File: config.mk
export PLATFORM = sky130hd
export DESIGN_NAME = gtstamp
export DESIGN_NICKNAME = d
export VERILOG_FILES = /design/src/rtl/gtstamp.sv
export SDC_FILE = /design/constraint.sdc
export NUM_CORES = 1
export LEC_CHECK = 0
export CORE_ASPECT_RATIO = 1.2
export CORE_MARGIN = 2
export CORE_UTILIZATION = 37
export DETAILED_ROUTE_END_ITERATION = 10
export GPL_TIMING_DRIVEN = 1
export PLACE_DENSITY = 0.55
export SKIP_CTS_REPAIR_TIMING = 1
export SLEW_MARGIN = 20
export SYNTH_ARGS = -nofsm -noshare
export SYNTH_HDL_FRONTEND = slang
export SYNTH_SLANG_ARGS = --single-unit
File: constraint.sdc
create_clock -name adcclk -period 5.7 [get_ports adcclk]
set_clock_uncertainty 0.1 [all_clocks]
set_input_delay 1.14 -clock adcclk [delete_from_list [all_inputs] [get_ports adcclk]]
set_output_delay 1.14 -clock adcclk [all_outputs]
set_load 0.005 [all_outputs]
File: src/rtl/gtstamp.sv
// -----------------------------------------------------------------------------
// gtstamp -- trigger time-stamp capture with a 4-deep readout FIFO
//
// On each rising edge of trig the block waits SETTLE+1 adcclk cycles and then
// latches the 25-bit time stamp gtout ({22-bit counter, 3-bit phase}) into a
// 4-entry FIFO. Stored stamps are read out oldest-first as two 16-bit words:
//   W0 = {3'b101, P, 3'b000, ts[24:16]}
//   W1 = ts[15:0]
//
// Parameters
//   SETTLE     adcclk cycles from trigger edge to gtout sample (1..15)
//
// Ports
//   adcclk     ADC clock; every register is clocked on its rising edge
//   reset_n    synchronous active-low reset
//   trig       trigger input, synchronous to adcclk
//   gtout      time stamp to capture, stable SETTLE cycles after trig rises
//   clr        clears the sticky ovf / lost flags
//   dout       readout word (W0 or W1 of the oldest stamp)
//   dvalid     dout holds a valid word (at least one stamp stored)
//   drd        consumer accepts dout this cycle
//   nstamp     number of stored stamps, 0..4
//   ovf        sticky: a stamp was dropped because the FIFO was full
//   lost       sticky: a trigger was ignored because a capture was busy
//
// Configuration
//   GTSTAMP_PARITY_EN  when defined, P = ^ts (even parity over W0 and W1);
//                      otherwise P = 0 and no parity logic is built.
// -----------------------------------------------------------------------------
module gtstamp #(
  parameter int unsigned SETTLE = 4
) (
  input  logic        adcclk,
  input  logic        reset_n,
  input  logic        trig,
  input  logic [24:0] gtout,
  input  logic        clr,
  output logic [15:0] dout,
  output logic        dvalid,
  input  logic        drd,
  output logic [2:0]  nstamp,
  output logic        ovf,
  output logic        lost
);

  localparam logic [3:0] C_SETTLE = 4'(SETTLE);

  typedef enum logic {
    S_IDLE   = 1'b0,
    S_SETTLE = 1'b1
  } state_t;

  // ---------------------------------------------------------------------------
  // Trigger edge detection
  // ---------------------------------------------------------------------------
  logic   r_trig;
  // r_arm is low only while trig has stayed high since reset, so a trigger
  // that is already asserted when reset releases does not count as an edge.
  logic   r_arm;
  logic   w_edge;

  assign w_edge = trig & ~r_trig & r_arm;

  // ---------------------------------------------------------------------------
  // Capture FSM
  // ---------------------------------------------------------------------------
  state_t     r_state;
  state_t     w_state_nxt;
  logic [3:0] r_cnt;
  logic [3:0] w_cnt_nxt;
  logic       w_push;
  logic       w_busy_edge;

  // NOTE: sequential state uses non-blocking assignments so every register
  // samples the pre-edge values of its peers, independent of block ordering.
  always_ff @(posedge adcclk) begin
    if (!reset_n) begin
      r_state <= S_IDLE;
      r_cnt   <= 4'd0;
      r_trig  <= 1'b0;
      r_arm   <= ~trig;
    end else begin
      r_state <= w_state_nxt;
      r_cnt   <= w_cnt_nxt;
      r_trig  <= trig;
      r_arm   <= r_arm | ~trig;
    end
  end

  // NOTE: every output of this block is given a default first so that no
  // path through the case statement leaves a signal unassigned (no latches).
  always_comb begin
    w_state_nxt = r_state;
    w_cnt_nxt   = r_cnt;
    w_push      = 1'b0;
    w_busy_edge = 1'b0;
    case (r_state)
      S_IDLE: begin
        if (w_edge) begin
          w_state_nxt = S_SETTLE;
          w_cnt_nxt   = C_SETTLE;
        end
      end
      S_SETTLE: begin
        // A new edge here is dropped; the running capture carries on.
        w_busy_edge = w_edge;
        if (r_cnt == 4'd0) begin
          w_push      = 1'b1;
          w_state_nxt = S_IDLE;
        end else begin
          w_cnt_nxt = r_cnt - 4'd1;
        end
      end
      default: w_state_nxt = S_IDLE;
    endcase
  end

  // ---------------------------------------------------------------------------
  // FIFO and readout
  // ---------------------------------------------------------------------------
  logic [24:0] r_mem [4];
  logic [1:0]  r_wptr;
  logic [1:0]  r_rptr;
  logic [2:0]  r_count;
  logic        r_word;
  logic        r_ovf;
  logic        r_lost;

  logic        w_full;
  logic        w_wr;
  logic        w_xfer;
  logic        w_pop;
  logic        w_ovf_set;
  logic [24:0] w_ts;
  logic        w_par;

  // Fullness is judged on the stored count alone: a pop in the same cycle
  // does not make room for the incoming stamp.
  assign w_full    = (r_count == 3'd4);
  assign w_wr      = w_push & ~w_full;
  assign w_ovf_set = w_push & w_full;
  assign w_xfer    = dvalid & drd;
  assign w_pop     = w_xfer & r_word;

  // NOTE: the storage array has no reset; the pointers and count define which
  // entries are meaningful, and dout is don't-care while dvalid is low.
  always_ff @(posedge adcclk) begin
    if (w_wr) begin
      r_mem[r_wptr] <= gtout;
    end
  end

  always_ff @(posedge adcclk) begin
    if (!reset_n) begin
      r_wptr  <= 2'd0;
      r_rptr  <= 2'd0;
      r_count <= 3'd0;
      r_word  <= 1'b0;
      r_ovf   <= 1'b0;
      r_lost  <= 1'b0;
    end else begin
      if (w_wr) begin
        r_wptr <= r_wptr + 2'd1;
      end
      if (w_pop) begin
        r_rptr <= r_rptr + 2'd1;
      end
      case ({w_wr, w_pop})
        2'b10:   r_count <= r_count + 3'd1;
        2'b01:   r_count <= r_count - 3'd1;
        default: r_count <= r_count;
      endcase
      if (w_xfer) begin
        r_word <= ~r_word;
      end
      // Set has priority over clear on the sticky flags.
      if (w_ovf_set) begin
        r_ovf <= 1'b1;
      end else if (clr) begin
        r_ovf <= 1'b0;
      end
      if (w_busy_edge) begin
        r_lost <= 1'b1;
      end else if (clr) begin
        r_lost <= 1'b0;
      end
    end
  end

  assign w_ts = r_mem[r_rptr];

`ifdef GTSTAMP_PARITY_EN
  assign w_par = ^w_ts;
`else
  assign w_par = 1'b0;
`endif

  assign dout   = r_word ? w_ts[15:0] : {3'b101, w_par, 3'b000, w_ts[24:16]};
  assign dvalid = (r_count != 3'd0);
  assign nstamp = r_count;
  assign ovf    = r_ovf;
  assign lost   = r_lost;

endmodule

==> results of run 1 <==
## cells by family after synthesis
| logic type | count (synthesis) | synth area share |
|---|---|---|
| AND/OR/NAND/NOR | 49 | 0.0603 |
| adder cells (fa/ha/maj) | 8 | 0.0223 |
| XOR/XNOR | 4 | 0.00728 |
| multiplexers | 37 | 0.163 |
| buffers and inverters | 23 | 0.0231 |
| AO/OA/AOI/OAI | 15 | 0.0216 |
| flip-flops | 119 | 0.703 |
## final timing paths
path,from,end,slack [ns],depth (start not counted)
worst max-delay path,register,dout[8],1.77,4
worst min-delay path,r_arm,r_arm,0.34,2
worst max register to register,r_word,nstamp[2],2.75,8
worst min register to register,r_arm,r_arm,0.34,2
## state kept, by name, indices dropped and copies added (netlist names), 2 cells and up, named ones only
name / cells
r_cnt: 4
r_wptr: 2
r_mem: 100
nstamp: 3
r_rptr: 2
## power by group through the flow
stage	logic [mW]	registers [mW]	clock network, mW
2_1_floorplan	0.0711	0.996	0
6_report	0.134	0.988	1.04
5_1_grt	0.147	0.990	1.10
3_5_place_dp	0.136	1.01	0
3_3_place_gp	0.134	1.00	0
4_1_cts	0.137	0.988	1.06
## placed cells by master, fill, tap and decap left out, drive strengths merged, types with 5 or more instances in the layout
master / Yosys / final
ha: 7 / 7
clkbuf: 6 / 24
and2: 15 / 15
mux4: 25 / 25
buf: 5 / 5
clkdlybuf4s50: 0 / 51
inv: 12 / 16
dfxtp: 19 / 19
edfxtp: 100 / 100
mux2: 9 / 9
nand2: 11 / 11
## layout make-up
class	count	area, um^2
clock inverters	8	51.3
flip-flops and latches	119	3380
inverters	12	45.0
fillers	1078	6570
well taps	164	205
clock buffers	24	547
multi-input cells	113	1320
repair buffers	56	548
## through the flow
step                setup slack (ns)  cell area [um^2]  instances
floorplan                       3.01              4820        255
global placement                2.14              5500        464
detailed placement              2.19              5500        464
CTS                             1.75              6100        496
global route                    1.69              6100        496
finish                          1.77              6100        496
## routing by layer
| layer | up-vias | share of wire |
|---|---|---|
| met5 | - | 0 |
| met4 | 0 | 0.018 |
| met3 | 13 | 0.037 |
| met2 | 60 | 0.51 |
| met1 | 1257 | 0.44 |
| li1 | 1148 | - |
## worst max-delay path, stage by stage, from the launching register on
cell and delay (ns):
dfxtp_1 0.48, buf_4 0.43, mux4_1 0.64, mux2_2 0.28, clkdlybuf4s50_1 0.45
==> reports/metrics.csv, run 1 <==
metric,value,unit
final wirelength,8630,um
Clk pwr share,0.480,
syn avg cell area,18.9,um^2
insertion delay to the later sink of the worst-skew pair,0.40,ns
vias in the first global route,2615,
Setup crit start kind,register,
Site Rows,45,
core box area,0.0127,mm^2
data arrival time of the critical path,2.69,ns
Sink Count,119,
HPWL Detailed,4980,um
Switching Power,0.440,mW
unrepaired setup endpoints after global routing,no,
fmax,255,MHz
die area,0.0139,mm^2
final setup TNS,0,ns
synthesized net count,293,
initial core utilization,0.380,
critical path class,register to primary output,
combinational share of power,0.062,
H-tree depth,4,
Vias,2478,
antenna violations before repair,0,
number of nets in the layout,357,
# Max-Cap Violations,0,
fin crit period,3.93,ns
hold_ws,0.342,ns
Reg power frac,0.458,
M1 GR Usage,0.158,
Cell variety after synth,40,
synthesized netlist cell count,255,
clock transition at the registers of the reported paths,0.06,ns
pin count of the biggest net entering global routing,27,
area grow syn2layout,26.7,%
crit path max fanout,21,
VDD IR max,0.194,mV
total CTS buffers,17,
cell with the most instances after synthesis,edfxtp_1,
status,"complete, no violations",
"antenna viol nets, final",0,
met3 usage,0.0426,
Detailed Route Iter0 Violations,155,
Final Setup Violations,0,
final hold violations,0,
share of layout cells above drive strength 1,0.145,
Setup crit end kind,primary output,
Ys Warns,0,
die height,129,um
CTS tree,built,
synthesized area,0.00482,mm^2
global-route wire length before repair,13500,um
Rel. slew slack,0.347,
power per cell area,354,mW/mm^2
DIE WIDTH,108,um
top post-synthesis cells by area,"edfxtp_1 62%, mux4_1 13%, dfxtp_1 7.9%",
met2 Usage GRT,0.228,
I/O pins,52,
"Core Util, Final",0.482,
HP Class,register to register,
DRT Pass-1 Iters,5,
Placer Congestion,0.669,
Synth top cells by count,"100 x edfxtp_1, 24 x mux4_1, 19 x dfxtp_1, 15 x and2_1, 12 x inv_1",
slew at the pin closest to its max-slew limit,0.978,ns
sequential area share after synthesis,0.703,
Power Internal,1.72,mW
root buf cell,clkbuf_16,
Design Power,2.16,mW
Main synth FF type,edfxtp_1,
post-synth top area cell,edfxtp_1,
clock tree buffer depth,2,
fin. max-slew vios,0,
count of flip-flops with a built-in enable after synthesis,100,
WP data required,4.46,ns
"FFs w/ async S/R, synth",0,
Synth top area share,0.624,
routed len/inst,17.4,um
# diodes,0,
Static Leak,2.05,nW
all-layer global routing usage,0.135,
DRC Markers,0,
vias per inst,5.00,
switching share of power,0.204,
"FF+latch count, synth",119,
Most Crowded Layer GR,met2,
GR Overflow Total,0,
final period utilization,0.689,
IO Port Bufs,51,
(Power assumes the default switching activity.)
==> run 2, diff against run 1 <==
--- a/config.mk
+++ b/config.mk
@@ -10,7 +10,7 @@
 export CORE_UTILIZATION = 37
 export DETAILED_ROUTE_END_ITERATION = 10
 export GPL_TIMING_DRIVEN = 1
-export PLACE_DENSITY = 0.55
+export PLACE_DENSITY = 0.57
 export SKIP_CTS_REPAIR_TIMING = 1
 export SLEW_MARGIN = 20
 export SYNTH_ARGS = -nofsm -noshare
==> constraint.sdc (replaced) <==
create_clock -name adcclk -period 3.48 [get_ports adcclk]
set_clock_uncertainty 0.1 [all_clocks]
set_input_delay 0.696 -clock adcclk [delete_from_list [all_inputs] [get_ports adcclk]]
set_output_delay 0.696 -clock adcclk [all_outputs]
set_load 0.005 [all_outputs]
==> reports/metrics.csv, run 2 (same netlist as run 1, synthesis figures left out) <==
metric,value,unit
status,"complete, no violations",
crit path max fanout,19,
"most common cell after layout, fill and taps aside",edfxtp_1,
area grow syn2layout,28.6,%
Register Area,0.00338,mm^2
slew at the pin closest to its max-slew limit,0.573,ns
H-tree depth,4,
all-layer global routing usage,0.136,
final period utilization,0.917,
hold_ws,0.341,ns
Final Cell Area,0.00619,mm^2
HPWL Detailed,5270,um
power per cell area,587,mW/mm^2
Sink Count,119,
number of nets in the layout,362,
antenna violations before repair,0,
worst setup margin,0.288,ns
# Max-Cap Violations,0,
Fillers,1072,
clock tree buffer depth,2,
I/O pins,52,
share of layout cells above drive strength 1,0.145,
root buf cell,clkbuf_16,
final hold violations,0,
initial core utilization,0.380,
Detailed Route Iter0 Violations,154,
Setup crit start kind,register,
Rel. slew slack,0.618,
Critical-path top delay cell,mux4_1,
"Core Util, Final",0.489,
insertion delay to the later sink of the worst-skew pair,0.41,ns
fin crit period,3.19,ns
total CTS buffers,17,
unrepaired setup endpoints after global routing,no,
clock transition at the registers of the reported paths,0.05,ns
GR Overflow Total,0,
Site Rows,45,
die height,129,um
DP Worst Slack,0.631,ns
DIE WIDTH,108,um
Biggest register,r_mem,
Vias,2474,
vias per inst,4.94,
"commonest cells after routing, fill and taps aside","100 x edfxtp_1, 51 x clkdlybuf4s50_1, 24 x mux4_1",
IO Port Bufs,51,
fmax,313,MHz
crit path cell chain,buf_4 -> mux4_1 -> mux2_2 -> clkdlybuf4s50_1,
Max stage delay on crit path,0.60,ns
vias in the first global route,2524,
max reg flops,100,
critical path class,register to primary output,
VDD IR max,0.375,mV
# diodes,0,
Placer Congestion,0.726,
Setup crit end kind,primary output,
DRC Markers,0,
core box area,0.0127,mm^2
pin count of the biggest net entering global routing,26,
routed len/inst,17.1,um
DRT Pass-1 Iters,4,
global-route wire length before repair,13600,um
"antenna viol nets, final",0,
WP data required,2.68,ns
final wirelength,8590,um
die area,0.0139,mm^2
placed cell area,0.00558,mm^2
fin. max-slew vios,0,
data arrival time of the critical path,2.40,ns
Static Leak,2.09,nW
footprint of the multi-input gates,0.00132,mm^2
HP Class,register to register,
CTS tree,built,
final setup TNS,0,ns
Final Setup Violations,0,
==> run 2: critical path: cells and delay by family, from the launching register on <==
kind | cells | cell delay, ns
multiplexers | 2 | 0.89
buffers and inverters | 2 | 0.77
flip-flops | 1 | 0.32
==> run 2: final cells by class <==
| class | instances | share of cell area |
|---|---|---|
| sequential | 119 | 0.546 |
| multi-input combinational | 113 | 0.213 |
| timing repair buffer | 61 | 0.101 |
| clock buffer | 22 | 0.0750 |
| tap | 164 | 0.0331 |
| clock inverter | 10 | 0.0242 |
| inverter | 12 | 0.00727 |
==> run 2: path summary, 6_finish.rpt <==
kind	startpoint	end	slack (ns)	cells past startpoint
worst max register to register	r_cnt[0]	nstamp[2]	0.84	11
worst min register to register	r_arm	r_arm	0.34	2
worst min-delay path	r_arm	r_arm	0.34	2
worst max-delay path	register	dout[0]	0.29	4
==> run 2: per-layer routing <==
layer  up-vias  wire length [um]  track usage
met2        59              4460        0.228
li1       1160                 -            -
met4         0               147       0.0656
met3        16               415       0.0436
met1      1239              3560        0.158
met5         -                 0            0
==> run 2: stage by stage <==
step	std cells	power, mW
6_report	501	3.63
5_1_grt	501	3.77
4_1_cts	501	3.68
3_5_place_dp	469	1.88
3_3_place_gp	469	1.87
2_1_floorplan	255	1.75
==> run 2: report_power, final <==
| part | internal, mW | switching, mW |
|---|---|---|
| Sequential | 1.59 | 0.0203 |
| Combinational | 0.133 | 0.101 |
| Clock | 1.22 | 0.563 |
| Total | 2.95 | 0.684 |
